--- src/rtl/alu_cmd_sequencer.sv ---
// -----------------------------------------------------------------------------
// alu_cmd_sequencer
//
// Front-end for a 4-bit combinational ALU. Instruction words are queued in a
// small command FIFO, issued one at a time to the ALU from registers, and the
// captured result is returned with its sequence tag and flags.
//
// Ports:
//   clk            single clock, all state updates on the rising edge
//   rst_n          synchronous active-low reset
//   cmd_valid      command word present
//   cmd_ready      FIFO can accept (registered, equals !full)
//   cmd_data[10:0] {opcode[10:8], operand_a[7:4], operand_b[3:0]}
//   alu_opcode     registered opcode to the ALU
//   alu_operand_a  registered operand A to the ALU
//   alu_operand_b  registered operand B to the ALU
//   alu_result     combinational result from the ALU
//   rsp_valid      response present
//   rsp_ready      consumer accepts the response
//   rsp_result     captured result (0 on divide-by-zero)
//   rsp_tag        tag of the originating command
//   rsp_zero       rsp_result == 0
//   rsp_div0       command was a divide with operand_b == 0
//   fifo_count     current FIFO occupancy (registered)
// -----------------------------------------------------------------------------
module alu_cmd_sequencer #(
  parameter int FIFO_DEPTH = 4,
  parameter int TAG_W      = 4
) (
  input  logic                          clk,
  input  logic                          rst_n,
  input  logic                          cmd_valid,
  output logic                          cmd_ready,
  input  logic [10:0]                   cmd_data,
  output logic [2:0]                    alu_opcode,
  output logic [3:0]                    alu_operand_a,
  output logic [3:0]                    alu_operand_b,
  input  logic [3:0]                    alu_result,
  output logic                          rsp_valid,
  input  logic                          rsp_ready,
  output logic [3:0]                    rsp_result,
  output logic [TAG_W-1:0]              rsp_tag,
  output logic                          rsp_zero,
  output logic                          rsp_div0,
  output logic [$clog2(FIFO_DEPTH):0]   fifo_count
);

  localparam int PTR_W = $clog2(FIFO_DEPTH);
  localparam int CNT_W = $clog2(FIFO_DEPTH) + 1;
  localparam int ENT_W = 11 + TAG_W;

  typedef enum logic [1:0] {
    S_IDLE  = 2'd0,
    S_ISSUE = 2'd1,
    S_RESP  = 2'd2
  } state_e;

  state_e             state_q, state_d;

  logic [ENT_W-1:0]   mem_q [FIFO_DEPTH];
  logic [PTR_W-1:0]   wr_ptr_q, wr_ptr_d;
  logic [PTR_W-1:0]   rd_ptr_q, rd_ptr_d;
  logic [CNT_W-1:0]   count_q, count_d;
  logic               cmd_ready_q, cmd_ready_d;
  logic [TAG_W-1:0]   tag_q, tag_d;

  logic [2:0]         alu_opcode_q, alu_opcode_d;
  logic [3:0]         alu_a_q, alu_a_d;
  logic [3:0]         alu_b_q, alu_b_d;
  logic [TAG_W-1:0]   pend_tag_q, pend_tag_d;
  logic               pend_div0_q, pend_div0_d;

  logic               rsp_valid_q, rsp_valid_d;
  logic [3:0]         rsp_result_q, rsp_result_d;
  logic [TAG_W-1:0]   rsp_tag_q, rsp_tag_d;
  logic               rsp_zero_q, rsp_zero_d;
  logic               rsp_div0_q, rsp_div0_d;

  logic               push;
  logic               pop;
  logic [ENT_W-1:0]   head;
  logic [10:0]        head_cmd;
  logic [TAG_W-1:0]   head_tag;
  logic [3:0]         issue_result;

  // FIFO bookkeeping: handshakes, pointers, occupancy and tag counter
  always_comb begin
    push     = cmd_valid && cmd_ready_q;
    // Pops are only taken from IDLE, so at most one command is in flight
    pop      = (state_q == S_IDLE) && (count_q != CNT_W'(0));
    head     = mem_q[rd_ptr_q];
    head_cmd = head[ENT_W-1:TAG_W];
    head_tag = head[TAG_W-1:0];

    wr_ptr_d = push ? (wr_ptr_q + PTR_W'(1'b1)) : wr_ptr_q;
    rd_ptr_d = pop  ? (rd_ptr_q + PTR_W'(1'b1)) : rd_ptr_q;
    tag_d    = push ? (tag_q + TAG_W'(1'b1))    : tag_q;

    case ({push, pop})
      2'b10:   count_d = count_q + CNT_W'(1'b1);
      2'b01:   count_d = count_q - CNT_W'(1'b1);
      default: count_d = count_q;
    endcase

    // Registered ready tracks the post-edge occupancy; no write-through when full
    cmd_ready_d = (count_d != CNT_W'(FIFO_DEPTH));
  end

  // FIFO storage; entries need no reset because occupancy guards every read
  always_ff @(posedge clk) begin
    if (rst_n && push) begin
      mem_q[wr_ptr_q] <= {cmd_data, tag_q};
    end
  end

  // FSM state register
  always_ff @(posedge clk) begin
    if (!rst_n) begin
      state_q <= S_IDLE;
    end else begin
      state_q <= state_d;
    end
  end

  // FSM next-state logic
  always_comb begin
    state_d = state_q;
    case (state_q)
      S_IDLE: begin
        if (pop) begin
          state_d = S_ISSUE;
        end else begin
          state_d = S_IDLE;
        end
      end
      S_ISSUE: state_d = S_RESP;
      S_RESP: begin
        if (rsp_ready) begin
          state_d = S_IDLE;
        end else begin
          state_d = S_RESP;
        end
      end
      default: state_d = S_IDLE;
    endcase
  end

  // FSM output logic: ALU issue registers and response capture
  always_comb begin
    alu_opcode_d = alu_opcode_q;
    alu_a_d      = alu_a_q;
    alu_b_d      = alu_b_q;
    pend_tag_d   = pend_tag_q;
    pend_div0_d  = pend_div0_q;
    rsp_valid_d  = rsp_valid_q;
    rsp_result_d = rsp_result_q;
    rsp_tag_d    = rsp_tag_q;
    rsp_zero_d   = rsp_zero_q;
    rsp_div0_d   = rsp_div0_q;
    // Divide-by-zero still goes to the ALU, but its output is discarded
    issue_result = pend_div0_q ? 4'b0000 : alu_result;

    case (state_q)
      S_IDLE: begin
        if (pop) begin
          alu_opcode_d = head_cmd[10:8];
          alu_a_d      = head_cmd[7:4];
          alu_b_d      = head_cmd[3:0];
          pend_tag_d   = head_tag;
          pend_div0_d  = (head_cmd[10:8] == 3'b010) && (head_cmd[3:0] == 4'b0000);
        end else begin
          pend_div0_d  = pend_div0_q;
        end
      end
      S_ISSUE: begin
        rsp_result_d = issue_result;
        rsp_zero_d   = (issue_result == 4'b0000);
        rsp_div0_d   = pend_div0_q;
        rsp_tag_d    = pend_tag_q;
        rsp_valid_d  = 1'b1;
      end
      S_RESP: begin
        if (rsp_ready) begin
          rsp_valid_d = 1'b0;
        end else begin
          rsp_valid_d = rsp_valid_q;
        end
      end
      default: rsp_valid_d = 1'b0;
    endcase
  end

  // Datapath and FIFO control registers
  always_ff @(posedge clk) begin
    if (!rst_n) begin
      wr_ptr_q     <= PTR_W'(1'b0);
      rd_ptr_q     <= PTR_W'(1'b0);
      count_q      <= CNT_W'(1'b0);
      cmd_ready_q  <= 1'b1;
      tag_q        <= TAG_W'(1'b0);
      alu_opcode_q <= 3'b000;
      alu_a_q      <= 4'b0000;
      alu_b_q      <= 4'b0000;
      pend_tag_q   <= TAG_W'(1'b0);
      pend_div0_q  <= 1'b0;
      rsp_valid_q  <= 1'b0;
      rsp_result_q <= 4'b0000;
      rsp_tag_q    <= TAG_W'(1'b0);
      rsp_zero_q   <= 1'b0;
      rsp_div0_q   <= 1'b0;
    end else begin
      wr_ptr_q     <= wr_ptr_d;
      rd_ptr_q     <= rd_ptr_d;
      count_q      <= count_d;
      cmd_ready_q  <= cmd_ready_d;
      tag_q        <= tag_d;
      alu_opcode_q <= alu_opcode_d;
      alu_a_q      <= alu_a_d;
      alu_b_q      <= alu_b_d;
      pend_tag_q   <= pend_tag_d;
      pend_div0_q  <= pend_div0_d;
      rsp_valid_q  <= rsp_valid_d;
      rsp_result_q <= rsp_result_d;
      rsp_tag_q    <= rsp_tag_d;
      rsp_zero_q   <= rsp_zero_d;
      rsp_div0_q   <= rsp_div0_d;
    end
  end

  assign cmd_ready     = cmd_ready_q;
  assign fifo_count    = count_q;
  assign alu_opcode    = alu_opcode_q;
  assign alu_operand_a = alu_a_q;
  assign alu_operand_b = alu_b_q;
  assign rsp_valid     = rsp_valid_q;
  assign rsp_result    = rsp_result_q;
  assign rsp_tag       = rsp_tag_q;
  assign rsp_zero      = rsp_zero_q;
  assign rsp_div0      = rsp_div0_q;

endmodule
--- config.mk ---
export PLATFORM = sky130hd
export DESIGN_NAME = alu_cmd_sequencer
export DESIGN_NICKNAME = d
export VERILOG_FILES = /design/src/rtl/alu_cmd_sequencer.sv
export SDC_FILE = /design/constraint.sdc
export NUM_CORES = 1
export LEC_CHECK = 0
export BUFFER_PORTS_ARGS = -buffer_cell sky130_fd_sc_hd__buf_4
export CAP_MARGIN = 20
export CORE_AREA = 2 2 92 94
export CTS_BUF_LIST = sky130_fd_sc_hd__clkbuf_8
export CTS_CLUSTER_DIAMETER = 30
export CTS_CLUSTER_SIZE = 24
export DETAILED_ROUTE_END_ITERATION = 12
export DIE_AREA = 0 0 94 96
export PLACE_DENSITY = 0.65
export SLEW_MARGIN = 20
export SYNTH_ARGS = -nofsm -noshare
export SYNTH_HDL_FRONTEND = slang
export SYNTH_SLANG_ARGS = --single-unit
--- constraint.sdc ---
create_clock -name clk -period 4.9 [get_ports clk]
set_input_delay 0.98 -clock clk [delete_from_list [all_inputs] [get_ports clk]]
set_output_delay 0.98 -clock clk [all_outputs]
set_load 0.01 [all_outputs]
==> results.ini, run 1 <==
[worst_setup_path]
r2r-end = cmd_ready
crit_type = reg2reg
path_max_fanout = 18
crit_end = cmd_ready
crit_path_start_kind = register
worst_path_largest_cell_delay_ns = 0.60
crit_family = simple AND/OR/NAND/NOR gates
rrSetupSlack_ns = 1.90
critical_path.most_common_cell = or3_1
worstReg2RegStart = fifo_count[0]
cp.arrival_ns = 3.25
crit_path_top_delay_cell = or3_1
cp.required_ns = 5.15
cp_cell_sequence = nor3_1 > or3_1 > inv_2 > ha_1 > inv_1 > fa_1 > xor2_1 > or3_1 > a21oi_1 > nand2_1
startpoint = fifo_count[0]
r2r_cells = 10
path_buf_inv = 2
crit_cells = 10
endpoint_kind = register

[clocking]
cts_resized = 0
clock-root-buffer = clkbuf_8
hold_buffers = 0
postCtsSetupBuffers = 0
cts_tree = done
cts.clk_slew.worst_paths_ns = 0.10
clock_latency_ns = 0.36
h-tree-depth = 3
cts.path.max_buffers = 2
cts-buffers-inserted = 9
cts_sinks = 103

[run_status]
status = complete, no violations

[global_routing]
grt_overflow = 0
antenna_found_initial = 0
grt_use_total_pct = 16.5
grt_pass1_wl_mm = 11.0
grt_max_degree = 40
first_global_vias = 2168

[timing]
hold_viol_final = 0
slew-limit-headroom_pct = 38.1
finClkSkew_ns = 0.0130
period_minus_slack_ns = 3.00
fin_tns_setup_ns = 0
worstMarginPinSlew_ns = 0.927
rsz0062_at_grt = no
finalCritPeriodShare_pct = 61.1
setup_viol = 0
max_freq_mhz = 334
slew_viol_final = 0

[min_path]
hold_start = pend_tag_q[0]
worstHoldPathType = reg2reg

[logic_synthesis]
synth_cell_types = 32
ys_seq_area_share_pct = 68.6
yosysWarnings = 0
ys_ff_latch = 103
syn-num-nets = 303
synthesis.area_mm2 = 0.00388
synthCells = 277
syn_avg_cell_area_um2 = 14.0

[power]
irDropWorstVdd_mv = 0.168
power_density_mw_per_mm2 = 498
leakagePower_uw = 0.00162

[drt]
drc = 0
vias = 2175
drt_iter0_markers = 96
drt_first_pass_iters = 4
vias_per_cell = 5.06
drt_wl_total_mm = 6.81
antenna_left = 0
post_drt_wl_per_cell_um = 15.8

[place]
portBuffers = 44
routabilityCongestion = 0.688
place_hpwl_mm = 4.26

[floorplanning]
initial_utilization_pct = 48.2
die_height_um = 96
fp.dieArea_mm2 = 0.00902
core_mm2 = 0.00805
pin_count = 45
rows = 33
fp.dieW_um = 94

[layout]
fin_nets = 346
fin_util_pct = 55.3
diodes = 0
drive_gt1_share_pct = 19.7
area_growth_pct = 14.7

[run]
drv_cap = 0

layer usage:
metal,up-vias,share of wire [%],global-route usage [%]
li1,1086,-,-
met5,-,0,0
met1,1021,49,23.0
met2,55,45,25.3
met3,13,4.4,2.98
met4,0,2.0,7.73
cells by family after synthesis:
group           after synthesis  share of synthesized area, %
compound gates               35                          4.64
xor+xnor                      8                          1.80
fa+ha+maj                     7                          2.45
buf+inv                      21                          2.58
flops                       103                          68.6
mux                          15                          9.86
simple gates                 88                          10.1
cells in the mapped netlist, drive strengths merged:
cell type / number / area, µm²
nor2b: 1 / 6.26
nand3b: 4 / 30.0
or3: 2 / 12.5
edfxtp: 60 / 1800
nor2: 15 / 56.3
xnor2: 4 / 35.0
nor3: 2 / 10.0
nor4: 2 / 18.8
o211a: 1 / 10.0
nand4: 2 / 12.5
nand2b: 1 / 6.26
ha: 6 / 75.1
inv: 8 / 30.0
a21oi: 30 / 150
and2: 1 / 6.26
clkbuf: 8 / 30.0
mux4: 15 / 383
buf: 5 / 40.0
nand2: 52 / 195
o21ai: 4 / 20.0
nor4b: 1 / 8.76
and3: 4 / 25.0
nand3: 1 / 5.00
xor2: 4 / 35.0
dfxtp: 43 / 861
fa: 1 / 20.0
worst register-to-register path: stages, from the launching register on:
cell,delay [ns]
dfxtp_1,0.41
nor3_1,0.08
or3_1,0.60
inv_2,0.39
ha_1,0.25
inv_1,0.06
fa_1,0.37
xor2_1,0.16
or3_1,0.31
a21oi_1,0.18
nand2_1,0.08
worst min path at each step:
stage                     to  slack (ns)  cells past startpoint
6_report          rsp_tag[0]        0.46                      2
5_1_grt        rsp_result[0]        0.48                      2
4_1_cts           rsp_tag[0]        0.46                      2
3_5_place_dp      rsp_tag[0]        0.45                      2
3_3_place_gp      rsp_tag[0]        0.44                      2
2_1_floorplan     rsp_tag[0]        0.43                      2
cell type report:
class	count	area [µm²]
sequential	103	2660
tap	105	131
multi-input combinational	153	1120
inverter	8	30.0
fill	684	3600
clock buffer	9	124
clock inverter	7	48.8
timing repair buffer	45	338
flip-flops by register name, indices dropped and copies added (netlist names), named ones only:
signal and cells:
rsp_valid 1, mem_q 60, pend_tag_q 4, rsp_zero 1, alu_operand_b 4, state_q 2
tag_q 4, pend_div0_q 1, rsp_result 4, rd_ptr_q 2, fifo_count 3, alu_opcode 3
rsp_tag 4, alu_operand_a 4, rsp_div0 1, cmd_ready 1, wr_ptr_q 2
stage by stage:
| stage | setup slack (ns) | total power [µW] | hold WS, ns | cells | instance area [µm²] |
|---|---|---|---|---|---|
| after floorplan | 2.12 | 1560 | 0.432 | 277 | 3880 |
| after global placement | 2.00 | 1760 | 0.439 | 414 | 4280 |
| after detailed placement | 1.88 | 1770 | 0.445 | 414 | 4280 |
| after CTS | 1.86 | 2240 | 0.459 | 430 | 4460 |
| after global routing | 1.61 | 2370 | 0.480 | 430 | 4460 |
| final | 1.90 | 2220 | 0.456 | 430 | 4460 |
layout by cell type, fill, tap and decap left out, drive strengths merged, types with 6 or more instances in the layout:
master	n
nor2	15
ha	6
inv	13
dfxtp	43
buf	45
a21oi	30
clkbuf	9
mux4	15
nand2	52
edfxtp	60
power breakdown:
group	switching (µW)	leakage (µW)	internal (µW)
Clock	289	0.0000892	187
Combinational	315	0.000630	264
Sequential	112	0.000897	1050
No activity file was read; power rests on OpenSTA's default activity.
==> inputs of run 2 (changes only) <==
--- a/config.mk
+++ b/config.mk
@@ -13,7 +13,7 @@
 export CTS_CLUSTER_SIZE = 24
 export DETAILED_ROUTE_END_ITERATION = 12
 export DIE_AREA = 0 0 94 96
-export PLACE_DENSITY = 0.65
+export PLACE_DENSITY = 0.68
 export SLEW_MARGIN = 20
 export SYNTH_ARGS = -nofsm -noshare
 export SYNTH_HDL_FRONTEND = slang
==> constraint.sdc (replaced) <==
create_clock -name clk -period 2.5 [get_ports clk]
set_input_delay 0.5 -clock clk [delete_from_list [all_inputs] [get_ports clk]]
set_output_delay 0.5 -clock clk [all_outputs]
set_load 0.01 [all_outputs]
==> run 2 against run 1 <==
  * Power increased by 100%
  * Setup slack got worse by 1.7 ns
  * Global-route usage decreased by 0.36 points
  * Sequential power increased by 91%
  * Via count increased by 2.4%
  * Routed wire length decreased by 3.0%
  * Largest power group unchanged
==> results.ini, run 2 (synthesis results as in run 1) <==
[run_status]
status = complete, no violations

[clocking]
postCtsSetupBuffers = 0
cts_tree = done
clock-root-buffer = clkbuf_8
cts_sinks = 103
h-tree-depth = 3
clock_latency_ns = 0.37
hold_buffers = 0
cts.clk_slew.worst_paths_ns = 0.10
cts-buffers-inserted = 9
cts.path.max_buffers = 2
cts_resized = 0

[worst_setup_path]
rrSetupSlack_ns = 0.17
path_max_fanout = 5
endpoint_kind = register
cp.required_ns = 2.75
crit_type = reg2reg
cp.arrival_ns = 2.58
crit_path_start_kind = register

[layout]
multi_input_area_mm2 = 0.00112
layout_common_cells = edfxtp_1 (60), buf_4 (56), nand2_1 (52)
area_growth_pct = 17.7
n_fill_cell = 656
drive_gt1_share_pct = 23.2
regArea_mm2 = 0.00267
diodes = 0
largest_reg_flops = 60
regMostFlops = mem_q
fin_nets = 357
final_common_cell = edfxtp_1

[min_path]
worstHoldPathType = in2reg

[floorplanning]
rows = 33
fp.dieW_um = 94
initial_utilization_pct = 48.2
die_height_um = 96
core_mm2 = 0.00805
fp.dieArea_mm2 = 0.00902
pin_count = 45

[power]
power_density_mw_per_mm2 = 991
irDropWorstVdd_mv = 0.428
finalPower_uw = 4530
leakagePower_uw = 0.00169

[global_routing]
grt_overflow = 0
grt_use_total_pct = 16.1
first_global_vias = 2154
grt_max_degree = 37
grt_pass1_wl_mm = 10.7
antenna_found_initial = 0

[drt]
drt_iter0_markers = 105
drt_wl_total_mm = 6.60
drt_first_pass_iters = 4
vias_per_cell = 5.05
antenna_left = 0
post_drt_wl_per_cell_um = 15.0
vias = 2227
drc = 0

[timing]
worstMarginPinSlew_ns = 0.750
fin_tns_setup_ns = 0
setup_viol = 0
finalCritPeriodShare_pct = 93.2
slew_viol_final = 0
max_freq_mhz = 429
rsz0062_at_grt = no
finClkSkew_ns = 0.0106
hold_viol_final = 0
slew-limit-headroom_pct = 49.9
period_minus_slack_ns = 2.33

[run]
drv_cap = 0

[place]
portBuffers = 44
place_hpwl_mm = 4.25
routabilityCongestion = 0.694

-- run 2: changes by cell type in the layout (fill, tap and decap cells not counted), sizes merged --
cell and delta:
buf +11, bufinv +1, clkinvlp -1, clkinv +1, inv -2, clkbuf +1
-- run 2: per-layer routing --
| metal | vias to the layer above | GRT usage, % | part of all wire [%] |
|---|---|---|---|
| met1 | 1068 | 20.5 | 46 |
| met5 | - | 0 | 0 |
| li1 | 1110 | - | - |
| met4 | 0 | 7.25 | 1.7 |
| met2 | 40 | 25.9 | 48 |
| met3 | 9 | 4.54 | 4.1 |
-- run 2: where the power goes --
part,internal [µW],switching [µW]
clock,488,547
combinational,583,680
sequential,2060,165
-- run 2: critical path: stages (launching register included) --
cell	delay, ns
dfxtp_2	0.38
nor3_1	0.07
or3_1	0.37
inv_4	0.08
ha_1	0.16
inv_1	0.06
fa_1	0.37
xor2_1	0.15
or3_1	0.31
a21oi_1	0.18
nand2_1	0.07
-- run 2: worst paths after layout --
path                 start            end  cells past startpoint
min            cmd_data[4]    mem_q[0][8]                      1
max reg2reg  fifo_count[0]      cmd_ready                     10
max          fifo_count[0]      cmd_ready                     10
min reg2reg  rsp_result[2]  rsp_result[2]                      2
-- run 2: through the flow --
stage          util [%]  hold slack [ns]  setup slack, ns  instance area [µm²]  cells
2_1_floorplan         -            0.432           0.0174                 3890    277
3_3_place_gp       54.3            0.439            0.255                 4370    425
3_5_place_dp       54.3            0.448            0.164                 4370    425
4_1_cts            56.8            0.309            0.150                 4570    441
5_1_grt            56.8            0.305           0.0584                 4570    441
6_report           56.8            0.327            0.170                 4570    441
-- run 2: area by class of cell --
cell class	instances	area share [%]
sequential	103	58.3
clock buffer	10	3.01
clock inverter	6	1.34
inverter	8	0.712
tap	105	2.87
timing repair buffer	56	9.20
multi-input combinational	153	24.5
